**src/rtl/ex_stage_alu_branch_pkg.sv**
```systemverilog
`default_nettype none
// ============================================================================
// Module   : ex_stage_alu_branch_pkg
// Purpose  : Shared encodings for the EX stage: ALU opcodes, shift types,
//            condition codes, write-back selects and NZCV flag positions.
// Revision : 1.0  initial release
// ============================================================================
package ex_stage_alu_branch_pkg;

  // ALU operation encodings
  localparam logic [2:0] c_ALU_ADD = 3'b000;
  localparam logic [2:0] c_ALU_SUB = 3'b001;
  localparam logic [2:0] c_ALU_AND = 3'b010;
  localparam logic [2:0] c_ALU_ORR = 3'b011;
  localparam logic [2:0] c_ALU_EOR = 3'b100;
  localparam logic [2:0] c_ALU_MOV = 3'b101;
  localparam logic [2:0] c_ALU_MVN = 3'b110;
  localparam logic [2:0] c_ALU_CMP = 3'b111;

  // Barrel shifter type encodings
  localparam logic [1:0] c_SH_LSL = 2'b00;
  localparam logic [1:0] c_SH_LSR = 2'b01;
  localparam logic [1:0] c_SH_ASR = 2'b10;
  localparam logic [1:0] c_SH_ROR = 2'b11;

  // Condition code encodings (E and F both mean "always")
  localparam logic [3:0] c_COND_EQ = 4'h0;
  localparam logic [3:0] c_COND_NE = 4'h1;
  localparam logic [3:0] c_COND_CS = 4'h2;
  localparam logic [3:0] c_COND_CC = 4'h3;
  localparam logic [3:0] c_COND_MI = 4'h4;
  localparam logic [3:0] c_COND_PL = 4'h5;
  localparam logic [3:0] c_COND_VS = 4'h6;
  localparam logic [3:0] c_COND_VC = 4'h7;
  localparam logic [3:0] c_COND_HI = 4'h8;
  localparam logic [3:0] c_COND_LS = 4'h9;
  localparam logic [3:0] c_COND_GE = 4'hA;
  localparam logic [3:0] c_COND_LT = 4'hB;
  localparam logic [3:0] c_COND_GT = 4'hC;
  localparam logic [3:0] c_COND_LE = 4'hD;

  // Write-back source encodings
  localparam logic [1:0] c_WB_ALU  = 2'b00;
  localparam logic [1:0] c_WB_MEM  = 2'b01;
  localparam logic [1:0] c_WB_LINK = 2'b10;
  localparam logic [1:0] c_WB_NONE = 2'b11;

  // Bit positions inside the {N,Z,C,V} flag vector
  localparam int c_FLAG_N = 3;
  localparam int c_FLAG_Z = 2;
  localparam int c_FLAG_C = 1;
  localparam int c_FLAG_V = 0;

  // Flag group as produced by the ALU before it is committed
  typedef struct packed {
    logic n;
    logic z;
    logic c;
    logic v;
  } nzcv_t;

endpackage : ex_stage_alu_branch_pkg
`default_nettype wire

```
**src/rtl/ex_stage_alu_branch_shifter.sv**
```systemverilog
`default_nettype none
// ============================================================================
// Module   : ex_barrel_shifter
// Purpose  : Combinational barrel shifter (LSL/LSR/ASR/ROR) that also
//            reports the last bit shifted out. Zero amount passes the data
//            through and returns the incoming carry.
// Revision : 1.0  initial release
// ============================================================================
module ex_barrel_shifter #(
  parameter int DW = 16,
  parameter int SW = 4
) (
  input  logic [DW-1:0] i_data,
  input  logic [1:0]    i_type,
  input  logic [SW-1:0] i_amount,
  input  logic          i_carry,
  output logic [DW-1:0] o_data,
  output logic          o_carry
);
  import ex_stage_alu_branch_pkg::*;

  // Each form is widened by one guard bit so the bit shifted out lands at a
  // fixed position; ROR uses a doubled copy of the data.
  logic [DW:0]      w_lsl;
  logic [DW:0]      w_lsr;
  logic [DW:0]      w_asr;
  logic [2*DW:0]    w_ror;

  assign w_lsl = {1'b0, i_data} << i_amount;
  assign w_lsr = {i_data, 1'b0} >> i_amount;
  assign w_asr = $unsigned($signed({i_data, 1'b0}) >>> i_amount);
  assign w_ror = {i_data, i_data, 1'b0} >> i_amount;

  // Select the shift form and its carry-out; amount 0 is a pass-through
  always_comb begin
    o_data  = i_data;
    o_carry = i_carry;
    if (i_amount != '0) begin
      case (i_type)
        c_SH_LSL: begin
          o_data  = w_lsl[DW-1:0];
          o_carry = w_lsl[DW];
        end
        c_SH_LSR: begin
          o_data  = w_lsr[DW:1];
          o_carry = w_lsr[0];
        end
        c_SH_ASR: begin
          o_data  = w_asr[DW:1];
          o_carry = w_asr[0];
        end
        default: begin
          o_data  = w_ror[DW:1];
          o_carry = w_ror[0];
        end
      endcase
    end
  end

endmodule : ex_barrel_shifter
`default_nettype wire

```
**src/rtl/ex_stage_alu_branch.sv**
```systemverilog
`default_nettype none
// ============================================================================
// Module   : ex_stage_alu_branch
// Purpose  : Execute stage of the 16-bit 5-stage pipeline: operand select,
//            barrel shift, ALU, NZCV update, condition check and branch
//            resolution, registered into the EX/MEM boundary.
// Revision : 1.0  initial release
// ============================================================================
module ex_stage_alu_branch #(
  parameter int DW = 16,
  parameter int AW = 4
) (
  input  logic          clk,
  input  logic          reset,
  input  logic          ex_stall,
  input  logic          ex_flush,
  input  logic          RegWrite_r,
  input  logic          ALUsrc_r,
  input  logic          mem_read_r,
  input  logic          mem_write_r,
  input  logic          cond_branch_r,
  input  logic          uncond_branch_r,
  input  logic          link_branch_r,
  input  logic          reg_branch_r,
  input  logic          alu_shift_r,
  input  logic [1:0]    shift_type_r,
  input  logic [2:0]    ALUop_r,
  input  logic [3:0]    conditions_r,
  input  logic [1:0]    write_back_r,
  input  logic [1:0]    branch_type_r,
  input  logic [AW-1:0] write_address_r,
  input  logic [DW-1:0] read_data1_r,
  input  logic [DW-1:0] read_data2_r,
  input  logic [DW-1:0] immediate_data_r,
  input  logic [DW-1:0] link_pc_r,
  output logic          RegWrite_m,
  output logic          mem_read_m,
  output logic          mem_write_m,
  output logic [1:0]    write_back_m,
  output logic [1:0]    branch_type_m,
  output logic [AW-1:0] write_address_m,
  output logic [DW-1:0] alu_result_m,
  output logic [DW-1:0] store_data_m,
  output logic          branch_taken_m,
  output logic [DW-1:0] branch_target_m,
  output logic [3:0]    flags_q
);
  import ex_stage_alu_branch_pkg::*;

  // EX/MEM boundary and architectural flags
  logic          r_regwrite_m;
  logic          r_mem_read_m;
  logic          r_mem_write_m;
  logic [1:0]    r_write_back_m;
  logic [1:0]    r_branch_type_m;
  logic [AW-1:0] r_write_address_m;
  logic [DW-1:0] r_alu_result_m;
  logic [DW-1:0] r_store_data_m;
  logic          r_branch_taken_m;
  logic [DW-1:0] r_branch_target_m;
  logic [3:0]    r_flags;

  // Datapath
  logic [DW-1:0] w_b0;
  logic [DW-1:0] w_b_sh;
  logic          w_sh_carry;
  logic [DW-1:0] w_b;
  logic          w_logic_c;
  logic [DW:0]   w_sum;
  logic [DW:0]   w_diff;
  logic [DW-1:0] w_alu_res;
  nzcv_t         w_new;
  logic [DW-1:0] w_target;
  logic [DW-1:0] w_result;

  // Control
  logic          w_cond_ok;
  logic          w_is_cmp;
  logic          w_any_branch;
  logic          w_live;
  logic          w_flag_we;
  logic          w_regwrite;
  logic [1:0]    w_wb;
  logic [AW-1:0] w_wa;

  assign w_b0 = ALUsrc_r ? immediate_data_r : read_data2_r;

  ex_barrel_shifter #(
    .DW (DW),
    .SW (4)
  ) u_shifter (
    .i_data   (w_b0),
    .i_type   (shift_type_r),
    .i_amount (immediate_data_r[3:0]),
    .i_carry  (r_flags[c_FLAG_C]),
    .o_data   (w_b_sh),
    .o_carry  (w_sh_carry)
  );

  assign w_b       = alu_shift_r ? w_b_sh : w_b0;
  // Logic ops take the shifter carry only when a shift was actually requested
  assign w_logic_c = alu_shift_r ? w_sh_carry : r_flags[c_FLAG_C];

  // Carry-out of the subtract path is the inverted borrow
  assign w_sum  = {1'b0, read_data1_r} + {1'b0, w_b};
  assign w_diff = {1'b0, read_data1_r} + {1'b0, ~w_b} + {{DW{1'b0}}, 1'b1};

  // ALU result and candidate flags
  always_comb begin
    w_alu_res = w_sum[DW-1:0];
    w_new.c   = w_logic_c;
    w_new.v   = r_flags[c_FLAG_V];
    case (ALUop_r)
      c_ALU_ADD: begin
        w_alu_res = w_sum[DW-1:0];
        w_new.c   = w_sum[DW];
        w_new.v   = (read_data1_r[DW-1] == w_b[DW-1]) &&
                    (w_sum[DW-1] != read_data1_r[DW-1]);
      end
      c_ALU_SUB, c_ALU_CMP: begin
        w_alu_res = w_diff[DW-1:0];
        w_new.c   = w_diff[DW];
        w_new.v   = (read_data1_r[DW-1] != w_b[DW-1]) &&
                    (w_diff[DW-1] != read_data1_r[DW-1]);
      end
      c_ALU_AND: w_alu_res = read_data1_r & w_b;
      c_ALU_ORR: w_alu_res = read_data1_r | w_b;
      c_ALU_EOR: w_alu_res = read_data1_r ^ w_b;
      c_ALU_MOV: w_alu_res = w_b;
      default:   w_alu_res = ~w_b;
    endcase
    w_new.n = w_alu_res[DW-1];
    w_new.z = (w_alu_res == '0);
  end

  // Predicate check against the flags as they stood before this instruction
  always_comb begin
    w_cond_ok = 1'b1;
    case (conditions_r)
      c_COND_EQ: w_cond_ok = r_flags[c_FLAG_Z];
      c_COND_NE: w_cond_ok = !r_flags[c_FLAG_Z];
      c_COND_CS: w_cond_ok = r_flags[c_FLAG_C];
      c_COND_CC: w_cond_ok = !r_flags[c_FLAG_C];
      c_COND_MI: w_cond_ok = r_flags[c_FLAG_N];
      c_COND_PL: w_cond_ok = !r_flags[c_FLAG_N];
      c_COND_VS: w_cond_ok = r_flags[c_FLAG_V];
      c_COND_VC: w_cond_ok = !r_flags[c_FLAG_V];
      c_COND_HI: w_cond_ok = r_flags[c_FLAG_C] && !r_flags[c_FLAG_Z];
      c_COND_LS: w_cond_ok = !r_flags[c_FLAG_C] || r_flags[c_FLAG_Z];
      c_COND_GE: w_cond_ok = (r_flags[c_FLAG_N] == r_flags[c_FLAG_V]);
      c_COND_LT: w_cond_ok = (r_flags[c_FLAG_N] != r_flags[c_FLAG_V]);
      c_COND_GT: w_cond_ok = !r_flags[c_FLAG_Z] &&
                             (r_flags[c_FLAG_N] == r_flags[c_FLAG_V]);
      c_COND_LE: w_cond_ok = r_flags[c_FLAG_Z] ||
                             (r_flags[c_FLAG_N] != r_flags[c_FLAG_V]);
      default:   w_cond_ok = 1'b1;
    endcase
  end

  assign w_is_cmp     = (ALUop_r == c_ALU_CMP);
  assign w_any_branch = cond_branch_r | uncond_branch_r | link_branch_r | reg_branch_r;
  // An instruction is live only if its predicate holds and it has some effect
  assign w_live       = w_cond_ok & ~ex_flush &
                        (RegWrite_r | w_is_cmp | w_any_branch | mem_read_r | mem_write_r);
  assign w_flag_we    = w_live & ~ex_stall &
                        ((RegWrite_r & (write_back_r == c_WB_ALU)) | w_is_cmp);

  // Link branches write PC+1 into the top register; CMP never writes back
  assign w_regwrite = link_branch_r | (RegWrite_r & ~w_is_cmp);
  assign w_wb       = link_branch_r ? c_WB_LINK : write_back_r;
  assign w_wa       = link_branch_r ? {AW{1'b1}} : write_address_r;
  assign w_result   = (w_wb == c_WB_LINK) ? link_pc_r : w_alu_res;
  assign w_target   = reg_branch_r ? read_data1_r : (link_pc_r + immediate_data_r);

  // EX/MEM register and flags: reset > flush > stall > bubble > load
  always_ff @(posedge clk) begin
    if (reset) begin
      r_regwrite_m      <= 1'b0;
      r_mem_read_m      <= 1'b0;
      r_mem_write_m     <= 1'b0;
      r_write_back_m    <= 2'b00;
      r_branch_type_m   <= 2'b00;
      r_write_address_m <= '0;
      r_alu_result_m    <= '0;
      r_store_data_m    <= '0;
      r_branch_taken_m  <= 1'b0;
      r_branch_target_m <= '0;
      r_flags           <= 4'h0;
    end else if (ex_flush || (!ex_stall && !w_live)) begin
      r_regwrite_m      <= 1'b0;
      r_mem_read_m      <= 1'b0;
      r_mem_write_m     <= 1'b0;
      r_write_back_m    <= 2'b00;
      r_branch_type_m   <= 2'b00;
      r_write_address_m <= '0;
      r_alu_result_m    <= '0;
      r_store_data_m    <= '0;
      r_branch_taken_m  <= 1'b0;
      r_branch_target_m <= '0;
    end else if (!ex_stall) begin
      r_regwrite_m      <= w_regwrite;
      r_mem_read_m      <= mem_read_r;
      r_mem_write_m     <= mem_write_r;
      r_write_back_m    <= w_wb;
      r_branch_type_m   <= branch_type_r;
      r_write_address_m <= w_wa;
      r_alu_result_m    <= w_result;
      r_store_data_m    <= read_data2_r;
      r_branch_taken_m  <= w_any_branch;
      r_branch_target_m <= w_target;
      if (w_flag_we) begin
        r_flags <= w_new;
      end
    end
  end

  assign RegWrite_m      = r_regwrite_m;
  assign mem_read_m      = r_mem_read_m;
  assign mem_write_m     = r_mem_write_m;
  assign write_back_m    = r_write_back_m;
  assign branch_type_m   = r_branch_type_m;
  assign write_address_m = r_write_address_m;
  assign alu_result_m    = r_alu_result_m;
  assign store_data_m    = r_store_data_m;
  assign branch_taken_m  = r_branch_taken_m;
  assign branch_target_m = r_branch_target_m;
  assign flags_q         = r_flags;

endmodule : ex_stage_alu_branch
`default_nettype wire

```
**config.mk**
```make
export PLATFORM = sky130hd
export DESIGN_NAME = ex_stage_alu_branch
export DESIGN_NICKNAME = d
export VERILOG_FILES = /design/src/rtl/ex_stage_alu_branch_pkg.sv /design/src/rtl/ex_stage_alu_branch_shifter.sv /design/src/rtl/ex_stage_alu_branch.sv
export SDC_FILE = /design/constraint.sdc
export NUM_CORES = 1
export LEC_CHECK = 0
export ABC_AREA = 1
export CORE_MARGIN = 1.5
export CORE_UTILIZATION = 40
export CTS_BUF_LIST = sky130_fd_sc_hd__clkbuf_8
export DETAILED_ROUTE_END_ITERATION = 8
export DONT_BUFFER_PORTS = 1
export PLACE_DENSITY = 0.59
export SLEW_MARGIN = 25
export SYNTH_ARGS = -nofsm -noshare
export SYNTH_HDL_FRONTEND = slang
export SYNTH_SLANG_ARGS = --single-unit
```
**constraint.sdc**
```tcl
create_clock -name clk -period 12.19 [get_ports clk]
set_clock_uncertainty 0.1 [all_clocks]
set_input_delay 2.438 -clock clk [delete_from_list [all_inputs] [get_ports clk]]
set_output_delay 2.438 -clock clk [all_outputs]
set_load 0.02 [all_outputs]
```
==> results.toml <==
[outcome]
status = "finished, final reports clean"

[placement]
gp_congestion = 1.00
detailedPlacementHpwl_um = 26800
port_buffers = 0

[timing]
maxSlewHeadroom = 0.318
hold_violations = 0
final.setup.tns_ns = 0
fmax_mhz = 150
post-route-period-util = 0.547
worst_slew_pin_slew_ns = 1.02
setup_viol = 0
whs_ns = 0.466
report.final.slew_viol_count = 0
min_period_ns = 6.66
rsz0062_at_grt = "false"

[cells_and_area]
utilization = 0.416
regArea_um2 = 1280
syn_to_final_growth_pct = 2.55
multi_input_area_um2 = 6540
diodes = 0
fillerInstances = 2429
drive_above_1_share = 0.0711
nets = 1607

[worst_setup_path]
timing.rr.end = "RegWrite_m"
cp_num_cells = 30
endpoint_kind = "register"
ff2ff_setup_slack_ns = 9.21
crit_path_frequent_cell = "nand2_1"
critPathRequiredTime_ns = 12.40
cp-start-kind = "input port"
slowest_delay_ns = 0.73
path_max_fanout = 38
crit_path_end = "flags_q[2]"
r2r.worst_path.cells = 15
critPathKind = "input port to register"
cp_top_family = "simple AND/OR/NAND/NOR gates"
crit_path_top_delay_cell = "inv_1"
worstPathArrival_ns = 6.87
cp.buffers_inverters = 2
startpoint = "immediate_data_r[2]"
r2r_start = "flags_q[3]"

[drt]
viasPerCell = 5.92
drc = 0
vias = 10200
wl_um = 34400
drt-initial-drc-count = 997
ant_nets = 0
wl_per_cell_um = 19.9
firstDrtPassIters = 7

[floorplanning]
io_pins = 158
die_w_um = 151
initial_core_util = 0.406
die-area_um2 = 22900
core_area_um2 = 21700
std_cell_rows = 54
die_h_um = 151

[logic_synthesis]
synth_common_cells = "nand2_1, nand3_1, inv_1"
avgSynthCellArea_um2 = 5.87
synth_area_leaders = "nand2_1, dfxtp_1, nand3_1"
yosysSeqAreaShare = 0.146
synth_flop_cell = "dfxtp_1"
yosysMostFrequentCell = "nand2_1"
syn-cell-area_um2 = 8800
ys_async_sr_fraction = 0
synth_edf_count = 0
ys_ff_latch = 64
yosysTopAreaCellShare = 0.166
synth_nets = 1662
synthDistinctLibCells = 54
synth_top_area_cell = "nand2_1"
yosys_warnings = 0
netlist_instances = 1500

[global_routing]
antenna_found_initial = 0
grt_pass1_vias = 9295
grt_max_degree = 101
grt_overflow_total = 0
grt_first_pass_wirelength_um = 51500
grt_usage = 0.293

[cts]
cts_inserted_buffers = 9
clkSinkCount = 64
cts_tree = "yes"
postCtsSetupBuffers = 0
htreeDepth = 3
cts_root_buf = "clkbuf_8"
post_cts_resized = 0
insertion_delay_ns = 0.36
cts.path.max_buffers = 2
ctsHoldBuffers = 0
clk_pin_slew_ns = 0.08

[power_and_ir_drop]
power_density_nw_per_um2 = 91.9
total_leakage_power_nw = 4.43
vdd_ir_drop_max_mv = 0.0618

[worst_hold_path]
hp-class = "register to register"

[flow_run]
drv_cap = 0
-- per-stage QoR --
| stage | power (mW) | instances | instance area [um2] | setup WS, ns |
|---|---|---|---|---|
| after floorplan | 0.541 | 1500 | 8800 | 6.47 |
| after global placement | 0.622 | 1714 | 8820 | 5.25 |
| after detailed placement | 0.623 | 1714 | 8820 | 5.22 |
| after CTS | 0.822 | 1729 | 9020 | 5.60 |
| after global routing | 0.883 | 1729 | 9020 | 5.01 |
| final | 0.829 | 1729 | 9020 | 5.53 |
-- worst register-to-register path: cells and delay by family, from the launching register on --
family	cells	cell delay [ns]
and+or+nand+nor	6	0.40
xor gates and xnor gates	1	0.16
DFF	1	0.53
AOI/OAI and AO/OA	6	0.84
buffers and inverters	2	0.87
-- how the worst min path moves through the flow --
| stage | startpoint | to | slack [ns] | depth (start not counted) |
|---|---|---|---|---|
| after global placement | write_address_m[2] | write_address_m[2] | 0.45 | 2 |
| final | write_address_m[1] | write_address_m[1] | 0.47 | 2 |
| after detailed placement | write_address_m[1] | write_address_m[1] | 0.46 | 2 |
| after floorplan | flags_q[1] | flags_q[1] | 0.36 | 2 |
| after CTS | write_address_m[1] | write_address_m[1] | 0.47 | 2 |
| after global routing | write_address_m[2] | write_address_m[2] | 0.50 | 2 |
-- registers in the layout (all words and copies together) (netlist names) --
name and flops:
store_data_m 16, write_address_m 4, mem_write_m 1, flags_q 4, RegWrite_m 1, branch_taken_m 1
alu_result_m 16, branch_type_m 2, write_back_m 2, mem_read_m 1, branch_target_m 16
-- cells in the final DEF, fill, tap and decap left out, types with 2 or more instances in the layout --
cell type	instances
a211oi_1	22
a21boi_0	5
a21o_1	4
a21oi_1	128
a221oi_1	2
a31oi_1	12
buf_4	7
bufinv_16	2
clkbuf_8	9
clkinv_1	2
clkinv_2	2
dfxtp_1	64
fa_1	3
ha_1	65
inv_1	149
inv_2	5
nand2_1	388
nand2_2	15
nand2_4	7
nand3_1	194
nand3_2	34
nand3b_1	3
nand4_1	12
nor2_1	109
nor2_2	4
nor3_1	9
nor4_1	4
o2111ai_1	2
o211ai_1	10
o21a_1	2
o21ai_0	116
o21ai_1	7
o21ai_2	6
o21bai_1	4
o22ai_1	3
o31ai_1	3
or2_2	5
xnor2_1	2
xor2_1	16
-- metal layers --
layer	global-route usage	up-vias	wire length, um
met3	0.0551	94	3010
li1	-	4914	-
met1	0.381	4719	14200
met2	0.462	506	15500
met4	0.145	0	1780
met5	0	-	0
-- area by class of cell --
class,instances,area share
Clock inverter,6,0.00860
Clock buffer,9,0.0137
Sequential cell,64,0.142
Timing Repair Buffer,7,0.00582
Inverter,156,0.0657
Multi-Input combinational cell,1207,0.725
Tap cell,280,0.0388
-- report_power, final --
group	switching (mW)	internal, mW
sequential	0.0206	0.220
clock	0.0886	0.112
combinational	0.266	0.123
total	0.375	0.455
-- cell families (layout without fill, tap and decap cells) --
family / count (synthesis) / after routing / synth area share
compound gates: 334 / 334 / 0.216
xor+xnor: 18 / 18 / 0.0179
fa+ha+maj: 68 / 68 / 0.0993
buf+inv: 229 / 178 / 0.111
flops: 64 / 64 / 0.146
simple gates: 787 / 787 / 0.410
(Power assumes the default switching activity.)
